## config.mk

```make
export PLATFORM = sky130hd
export DESIGN_NAME = mmio_uart_tx_flat
export DESIGN_NICKNAME = d
export VERILOG_FILES = /design/src/rtl/mmio_uart_tx_if.sv /design/src/rtl/mmio_uart_tx.sv /design/src/flat_wrapper.sv
export SDC_FILE = /design/constraint.sdc
export NUM_CORES = 1
export LEC_CHECK = 0
export ABC_AREA = 1
export BUFFER_PORTS_ARGS = -buffer_cell sky130_fd_sc_hd__buf_2
export CAP_MARGIN = 20
export CORE_MARGIN = 4
export CORE_UTILIZATION = 58
export DETAILED_ROUTE_END_ITERATION = 8
export PLACE_DENSITY = 0.86
export SLEW_MARGIN = 30
export SYNTH_ARGS = -nofsm -noshare
export SYNTH_HDL_FRONTEND = slang
export SYNTH_SLANG_ARGS = --single-unit
```

## constraint.sdc

```tcl
create_clock -name clk -period 3.9 [get_ports clk]
set_clock_uncertainty 0.05 [all_clocks]
set_input_delay 1.17 -clock clk [delete_from_list [all_inputs] [get_ports clk]]
set_output_delay 1.17 -clock clk [all_outputs]
set_load 0.1 [all_outputs]
```

## src/rtl/mmio_uart_tx_if.sv

```systemverilog
// mmio_uart_tx_if: single-cycle CPU data-bus slice seen by the UART.
// master = CPU side, slave = UART register window.
interface mmio_uart_tx_if;
    logic        memwrite;
    logic [31:0] memaddr;
    logic [31:0] memwritedata;
    logic [31:0] memreaddata;
    logic        sel;

    modport master (
        output memwrite,
        output memaddr,
        output memwritedata,
        input  memreaddata,
        input  sel
    );

    modport slave (
        input  memwrite,
        input  memaddr,
        input  memwritedata,
        output memreaddata,
        output sel
    );
endinterface

```

## src/rtl/mmio_uart_tx.sv

```systemverilog
// mmio_uart_tx: MMIO UART transmitter, 8-entry FIFO feeding an 8N1 engine.
// Define IRDA_EN for IrDA SIR encoded txd (idle level 0).
module mmio_uart_tx #(
    parameter logic [31:0] BASE_ADDR = 32'hFFFF_0000,
    parameter logic [15:0] DEF_DIV   = 16'd27,
    parameter int          FIFO_AW   = 3
) (
    input  logic          clk,
    input  logic          reset,
    mmio_uart_tx_if.slave bus,
    output logic          txd,
    output logic          tx_busy,
    output logic          irq
);

    localparam int DEPTH = 1 << FIFO_AW;
    localparam int CW    = FIFO_AW + 1;

    localparam logic [FIFO_AW-1:0] PTR_ONE = 1;
    localparam logic [CW-1:0]      CNT_ONE = 1;

`ifdef IRDA_EN
    localparam bit IRDA = 1'b1;
`else
    localparam bit IRDA = 1'b0;
`endif
    localparam logic IDLE_LVL = ~IRDA;

    typedef enum logic [1:0] {
        S_IDLE,
        S_START,
        S_DATA,
        S_STOP
    } state_t;

    state_t state;

    logic [7:0]         mem [DEPTH];
    logic [FIFO_AW-1:0] wr_ptr;
    logic [FIFO_AW-1:0] rd_ptr;
    logic [CW-1:0]      count;
    logic               overflow;

    logic [15:0] bauddiv;
    logic [15:0] eff_div;
    logic [15:0] cur_div;
    logic [15:0] div_cnt;
    logic [1:0]  ctrl;

    logic [7:0] shift;
    logic [3:0] tick_cnt;
    logic [2:0] bit_idx;

    logic [1:0]  off;
    logic        wr;
    logic        push_req;
    logic        push;
    logic        pop;
    logic        full;
    logic        empty;
    logic        tick16;
    logic [31:0] rdata;
    logic        unused_bits;

    assign bus.sel = (bus.memaddr[31:4] == BASE_ADDR[31:4]);
    assign off     = bus.memaddr[3:2];
    assign wr      = bus.memwrite & bus.sel;

    assign full     = (count == CW'(DEPTH));
    assign empty    = (count == '0);
    assign pop      = (state == S_IDLE) & ctrl[0] & ~empty;
    assign push_req = wr & (off == 2'd0);
    assign push     = push_req & (~full | pop);

    assign eff_div = (bauddiv == 16'd0) ? 16'd1 : bauddiv;
    assign tick16  = (state != S_IDLE) & (div_cnt == cur_div - 16'd1);

    assign tx_busy = (state != S_IDLE);
    assign irq     = ctrl[1] & empty & ~tx_busy;

    assign unused_bits = ^{bus.memaddr[1:0], bus.memwritedata[31:16]};

    // Line level for a bit value; `early` marks ticks 0-2 of the bit.
    function automatic logic enc(input logic v, input logic early);
        return IRDA ? (~v & early) : v;
    endfunction

    always_ff @(posedge clk or posedge reset) begin
        if (reset) begin
            wr_ptr   <= '0;
            rd_ptr   <= '0;
            count    <= '0;
            overflow <= 1'b0;
        end else begin
            if (push)
                wr_ptr <= wr_ptr + PTR_ONE;
            if (pop)
                rd_ptr <= rd_ptr + PTR_ONE;
            if (push & ~pop)
                count <= count + CNT_ONE;
            else if (pop & ~push)
                count <= count - CNT_ONE;
            if (push_req & full & ~pop)
                overflow <= 1'b1;
            else if (wr & (off == 2'd1))
                overflow <= 1'b0;
        end
    end

    always_ff @(posedge clk) begin
        if (push)
            mem[wr_ptr] <= bus.memwritedata[7:0];
    end

    always_ff @(posedge clk or posedge reset) begin
        if (reset) begin
            bauddiv <= DEF_DIV;
            ctrl    <= 2'b01;
        end else if (wr) begin
            if (off == 2'd2)
                bauddiv <= bus.memwritedata[15:0];
            if (off == 2'd3)
                ctrl <= bus.memwritedata[1:0];
        end
    end

    always_comb begin
        rdata = '0;
        case (off)
            2'd1:    rdata[7:0]  = {4'(count), overflow, tx_busy, empty, full};
            2'd2:    rdata[15:0] = bauddiv;
            2'd3:    rdata[1:0]  = ctrl;
            default: rdata       = '0;
        endcase
    end

    assign bus.memreaddata = bus.sel ? rdata : '0;

    // The divisor is latched at each wrap so a mid-frame write never
    // strands div_cnt above a freshly lowered terminal count.
    always_ff @(posedge clk or posedge reset) begin
        if (reset) begin
            div_cnt <= '0;
            cur_div <= 16'd1;
        end else if (state == S_IDLE) begin
            div_cnt <= '0;
            cur_div <= eff_div;
        end else if (tick16) begin
            div_cnt <= '0;
            cur_div <= eff_div;
        end else begin
            div_cnt <= div_cnt + 16'd1;
        end
    end

    always_ff @(posedge clk or posedge reset) begin
        if (reset) begin
            state    <= S_IDLE;
            tick_cnt <= '0;
            bit_idx  <= '0;
            shift    <= '0;
            txd      <= IDLE_LVL;
        end else begin
            unique case (state)
                S_IDLE: begin
                    if (pop) begin
                        shift    <= mem[rd_ptr];
                        tick_cnt <= '0;
                        bit_idx  <= '0;
                        state    <= S_START;
                        txd      <= enc(1'b0, 1'b1);
                    end
                end
                S_START: begin
                    if (tick16) begin
                        tick_cnt <= tick_cnt + 4'd1;
                        if (tick_cnt == 4'd15) begin
                            state <= S_DATA;
                            txd   <= enc(shift[0], 1'b1);
                        end else begin
                            txd <= enc(1'b0, tick_cnt < 4'd2);
                        end
                    end
                end
                S_DATA: begin
                    if (tick16) begin
                        tick_cnt <= tick_cnt + 4'd1;
                        if (tick_cnt == 4'd15) begin
                            bit_idx <= bit_idx + 3'd1;
                            if (bit_idx == 3'd7) begin
                                state <= S_STOP;
                                txd   <= enc(1'b1, 1'b1);
                            end else begin
                                shift <= {1'b0, shift[7:1]};
                                txd   <= enc(shift[1], 1'b1);
                            end
                        end else begin
                            txd <= enc(shift[0], tick_cnt < 4'd2);
                        end
                    end
                end
                S_STOP: begin
                    if (tick16) begin
                        tick_cnt <= tick_cnt + 4'd1;
                        if (tick_cnt == 4'd15) begin
                            state <= S_IDLE;
                            txd   <= IDLE_LVL;
                        end
                    end
                end
                default: state <= S_IDLE;
            endcase
        end
    end

endmodule
```

## src/flat_wrapper.sv

```systemverilog
// flat-port wrapper written by rule: the top's interface ports become plain ports
module mmio_uart_tx_flat 
#(
    parameter logic [31:0] BASE_ADDR = 32'hFFFF_0000,
    parameter logic [15:0] DEF_DIV   = 16'd27,
    parameter int          FIFO_AW   = 3
)
  (clk, reset, txd, tx_busy, irq, bus_memwrite, bus_memaddr, bus_memwritedata, bus_memreaddata, bus_sel);
  mmio_uart_tx_if bus_i ();
  input  logic clk;
  input  logic reset;
  output logic txd;
  output logic tx_busy;
  output logic irq;
  input wire logic [$bits(bus_i.memwrite)-1:0] bus_memwrite;
  input wire logic [$bits(bus_i.memaddr)-1:0] bus_memaddr;
  input wire logic [$bits(bus_i.memwritedata)-1:0] bus_memwritedata;
  output wire logic [$bits(bus_i.memreaddata)-1:0] bus_memreaddata;
  output wire logic [$bits(bus_i.sel)-1:0] bus_sel;
  assign bus_i.memwrite = bus_memwrite;
  assign bus_i.memaddr = bus_memaddr;
  assign bus_i.memwritedata = bus_memwritedata;
  assign bus_memreaddata = bus_i.memreaddata;
  assign bus_sel = bus_i.sel;
  mmio_uart_tx #(.BASE_ADDR(BASE_ADDR), .DEF_DIV(DEF_DIV), .FIFO_AW(FIFO_AW)) u_core (.clk(clk), .reset(reset), .bus(bus_i), .txd(txd), .tx_busy(tx_busy), .irq(irq));
endmodule
```

==> metrics <==
Worst Max-Slew Pin Slew 923 ps; Num CTS Buffers 17; critical path endpoint category output pin; largest net degree at the start of global routing 49; DR iter-0 viols 532; Cells after Synth ~850; Hold WC Path Type reg -> reg; ys async rst share 0.552; first-pass GRT wire length 29900 µm; ys flop type dfrtp_1; fin. max-slew vios 0; Starting Density 0.594; Avg Synthesized Cell Area 8.83 µm²; DPL Wire Length around 13000 µm; vias per cell 5.58; H-tree levels 4; crit path kind in -> out; R2R cell count 18; Levels on crit path 9; clock slew at reported path FFs roughly 60 ps; Leak slightly above 4 nW; Max-slew headroom 0.384; routability cong. 0.921; most used cell, CP buf_12; Yosys reg bits 143; n_diodes 0; layout cells sized above 1 0.204; CP max stage delay 270 ps; clock sinks 143; unrepaired setup endpoints after global routing false; cts hold-fix bufs 0; status finished clean; CP Data Arrival Time 2610 ps; final std cells w/o fill approximately 1100; Worst-Skew Late Latency 430 ps; peak supply drop 396 µV; Total Wirelength 18200 µm; max-cap viol count 0; crit-path max FO 8; number of global-route vias before repair 6080; GRT overflow 0; clock root cell clkbuf_16; Buffers on Ports 68; Slowest-stage cell, CP nor4_2; CTS tree built; crit path time final 3830 ps; Remaining DRCs 0; Area Overhead vs Synth 20.8%; # IOs around 100; First-pass DRT Iterations 5; Max Freq 261 MHz; sequential element share of the synthesized area 0.519; setup violators final 0; final net count 1020; Cell Pwr Density approximately 390 nW/µm²; Final WS setup about 66 ps; Final period util 0.983; setup TNS 0 ps; Hold Violations, Final 0; post-synthesis cell area 7530 µm²; Die ar. about 15000 µm²; chip height ~120 µm; Core ar. 12700 µm²; die width 122 µm; CP required 2680 ps; ordered list of cells on the worst path buf_2 -> nor4_2 -> nand2_1 -> nor2_1 -> and2_4 -> clkinv_8 -> buf_12 -> nor3_4 -> buf_12; Post-synth EDFFs 64; Critical path buffers and inverters 4; CP startpoint kind input port; vias after detailed routing 6240; num rows 41; fillers 883; Post-Place Cells 1085; post-route ant nets 0; Max clock buf depth 2; gr usage total 0.259; synth warn 0; Synth cell types 49; WL per Instance 16.3 µm; initial antenna violation count 0; hold path cells 2; pre-CTS setup slack 13.5 ps; Worst path top cell family by delay simple AND/OR/NAND/NOR gates
## state kept, by name (all words and copies together) (netlist names)
name,cells
u_core.bauddiv,16
u_core.bit_idx,3
u_core.count,4
u_core.ctrl,2
u_core.cur_div,16
u_core.div_cnt,16
u_core.mem,64
u_core.overflow,1
u_core.rd_ptr,3
u_core.shift,8
u_core.state,2
u_core.tick_cnt,4
u_core.txd,1
u_core.wr_ptr,3
## cell usage in the layout, fill, tap and decap left out, types with 3 or more instances in the layout
cell type,netlist,routed
o21ai_1,4,4
o22ai_1,15,15
edfxtp_1,64,64
xor2_1,9,9
inv_6,0,5
dfrtp_1,72,72
mux2_2,13,13
nor2_1,100,99
inv_1,80,78
nor3_4,0,8
ha_1,19,19
nand4_1,18,18
buf_12,0,19
conb_1,1,16
inv_8,0,4
a21oi_2,0,5
clkbuf_16,0,17
o21ai_0,65,65
nand2_2,6,7
nor3_1,21,13
xnor2_1,6,6
nor3b_2,5,5
dfstp_2,7,7
nand3_2,5,5
buf_2,5,51
a31oi_1,10,10
buf_4,16,14
nor2_2,9,10
nand2_1,211,210
clkinvlp_4,0,3
a21oi_1,14,9
nand3_1,31,31
## path summary, 6_finish.rpt
path	startpoint	endpoint	slack [ps]
worst max-delay path	bus_memaddr[5]	bus_memreaddata[13]	70
worst min-delay path	u_core.txd	u_core.txd	420
worst max register to register	u_core.state[0]	u_core.count[3]	680
worst min register to register	u_core.txd	u_core.txd	420
max in group asynchronous	reset	u_core.cur_div[0]	2240
min in group asynchronous	reset	u_core.shift[3]	760
## tightest hold or removal path: cells and delay by family (launching register included)
family,cells,cell delay (ps)
flip-flops,1,360
AO/OA/AOI/OAI,1,50
AND/OR/NAND/NOR,1,50
## report_power, final
group          leakage [nW]  internal (mW)  switching [mW]
Combinational          2.20         0.0470           0.155
Clock                 0.296          0.974           0.707
Sequential             1.62           1.61          0.0209
## synthesized netlist by cell type (2+ instances only)
cell	instances	area share
buf_4	16	0.016
buf_2	5	0.0033
o21ai_0	65	0.043
xnor2_1	6	0.0070
inv_2	2	0.0010
buf_6	2	0.0030
a21o_1	2	0.0020
clkbuf_1	12	0.0060
nor2_1	100	0.050
nand4_1	18	0.015
o21ai_1	4	0.0027
a31oi_1	10	0.0083
or4_1	2	0.0020
xor2_1	9	0.010
a21oi_1	14	0.0093
edfxtp_1	64	0.26
nor2_2	9	0.0075
mux2_2	13	0.019
nor3b_2	5	0.0083
ha_1	19	0.032
o22ai_1	15	0.012
nor4_1	4	0.0033
clkinv_1	2	0.0010
nand3_1	31	0.021
nor2_4	2	0.0030
nor3_1	21	0.014
dfrtp_1	72	0.24
nand3_2	5	0.0066
nand2_2	6	0.0050
or2_2	2	0.0017
dfstp_2	7	0.024
a311oi_1	2	0.0023
inv_1	80	0.040
nand2_1	211	0.11
buf_8	2	0.0040
## per-stage QoR
step | util | instance area (µm²) | power (mW) | hold WS [ps]
after global placement | 0.668 | 8460 | 1.85 | 406
after global routing | 0.718 | 9100 | 3.62 | 454
final | 0.718 | 9100 | 3.51 | 421
after detailed placement | 0.668 | 8460 | 1.86 | 414
after floorplan | - | 7770 | 1.81 | 386
after CTS | 0.716 | 9080 | 3.51 | 425
## layout make-up
class,count,area (µm²),share of cell area
clock inverters,15,189,0.0208
well taps,172,215,0.0236
flip-flops and latches,143,3910,0.429
inverters,84,333,0.0366
repair buffers,84,741,0.0814
clock buffers,17,425,0.0467
multi-input cells,603,3290,0.361
## kinds of logic (layout without fill, tap and decap cells)
| family | Yosys count | after routing | share of synthesized area |
|---|---|---|---|
| other cells | 1 | 16 | 0.000498 |
| mux | 14 | 14 | 0.0209 |
| simple gates | 422 | 422 | 0.248 |
| compound gates | 116 | 116 | 0.0851 |
| buf+inv | 122 | 200 | 0.0746 |
| xor+xnor | 15 | 15 | 0.0174 |
| flops | 143 | 143 | 0.519 |
| fa+ha+maj | 20 | 20 | 0.0342 |
## layer usage
metal | part of all wire | global-route usage | wire, µm
met4 | 0.018 | 0.0882 | 325
met5 | 0 | 0 | 0
met3 | 0.067 | 0.0571 | 1210
met2 | 0.52 | 0.445 | 9490
met1 | 0.39 | 0.325 | 7180
## repair_timing
action / 4_1_cts / 5_1_grt
gates cloned: 0 / 0
endpoints found under the setup margin: 1 / 4
setup buffers: 0 / 1
resized for setup: 1 / 1
(Power assumes the default switching activity.)
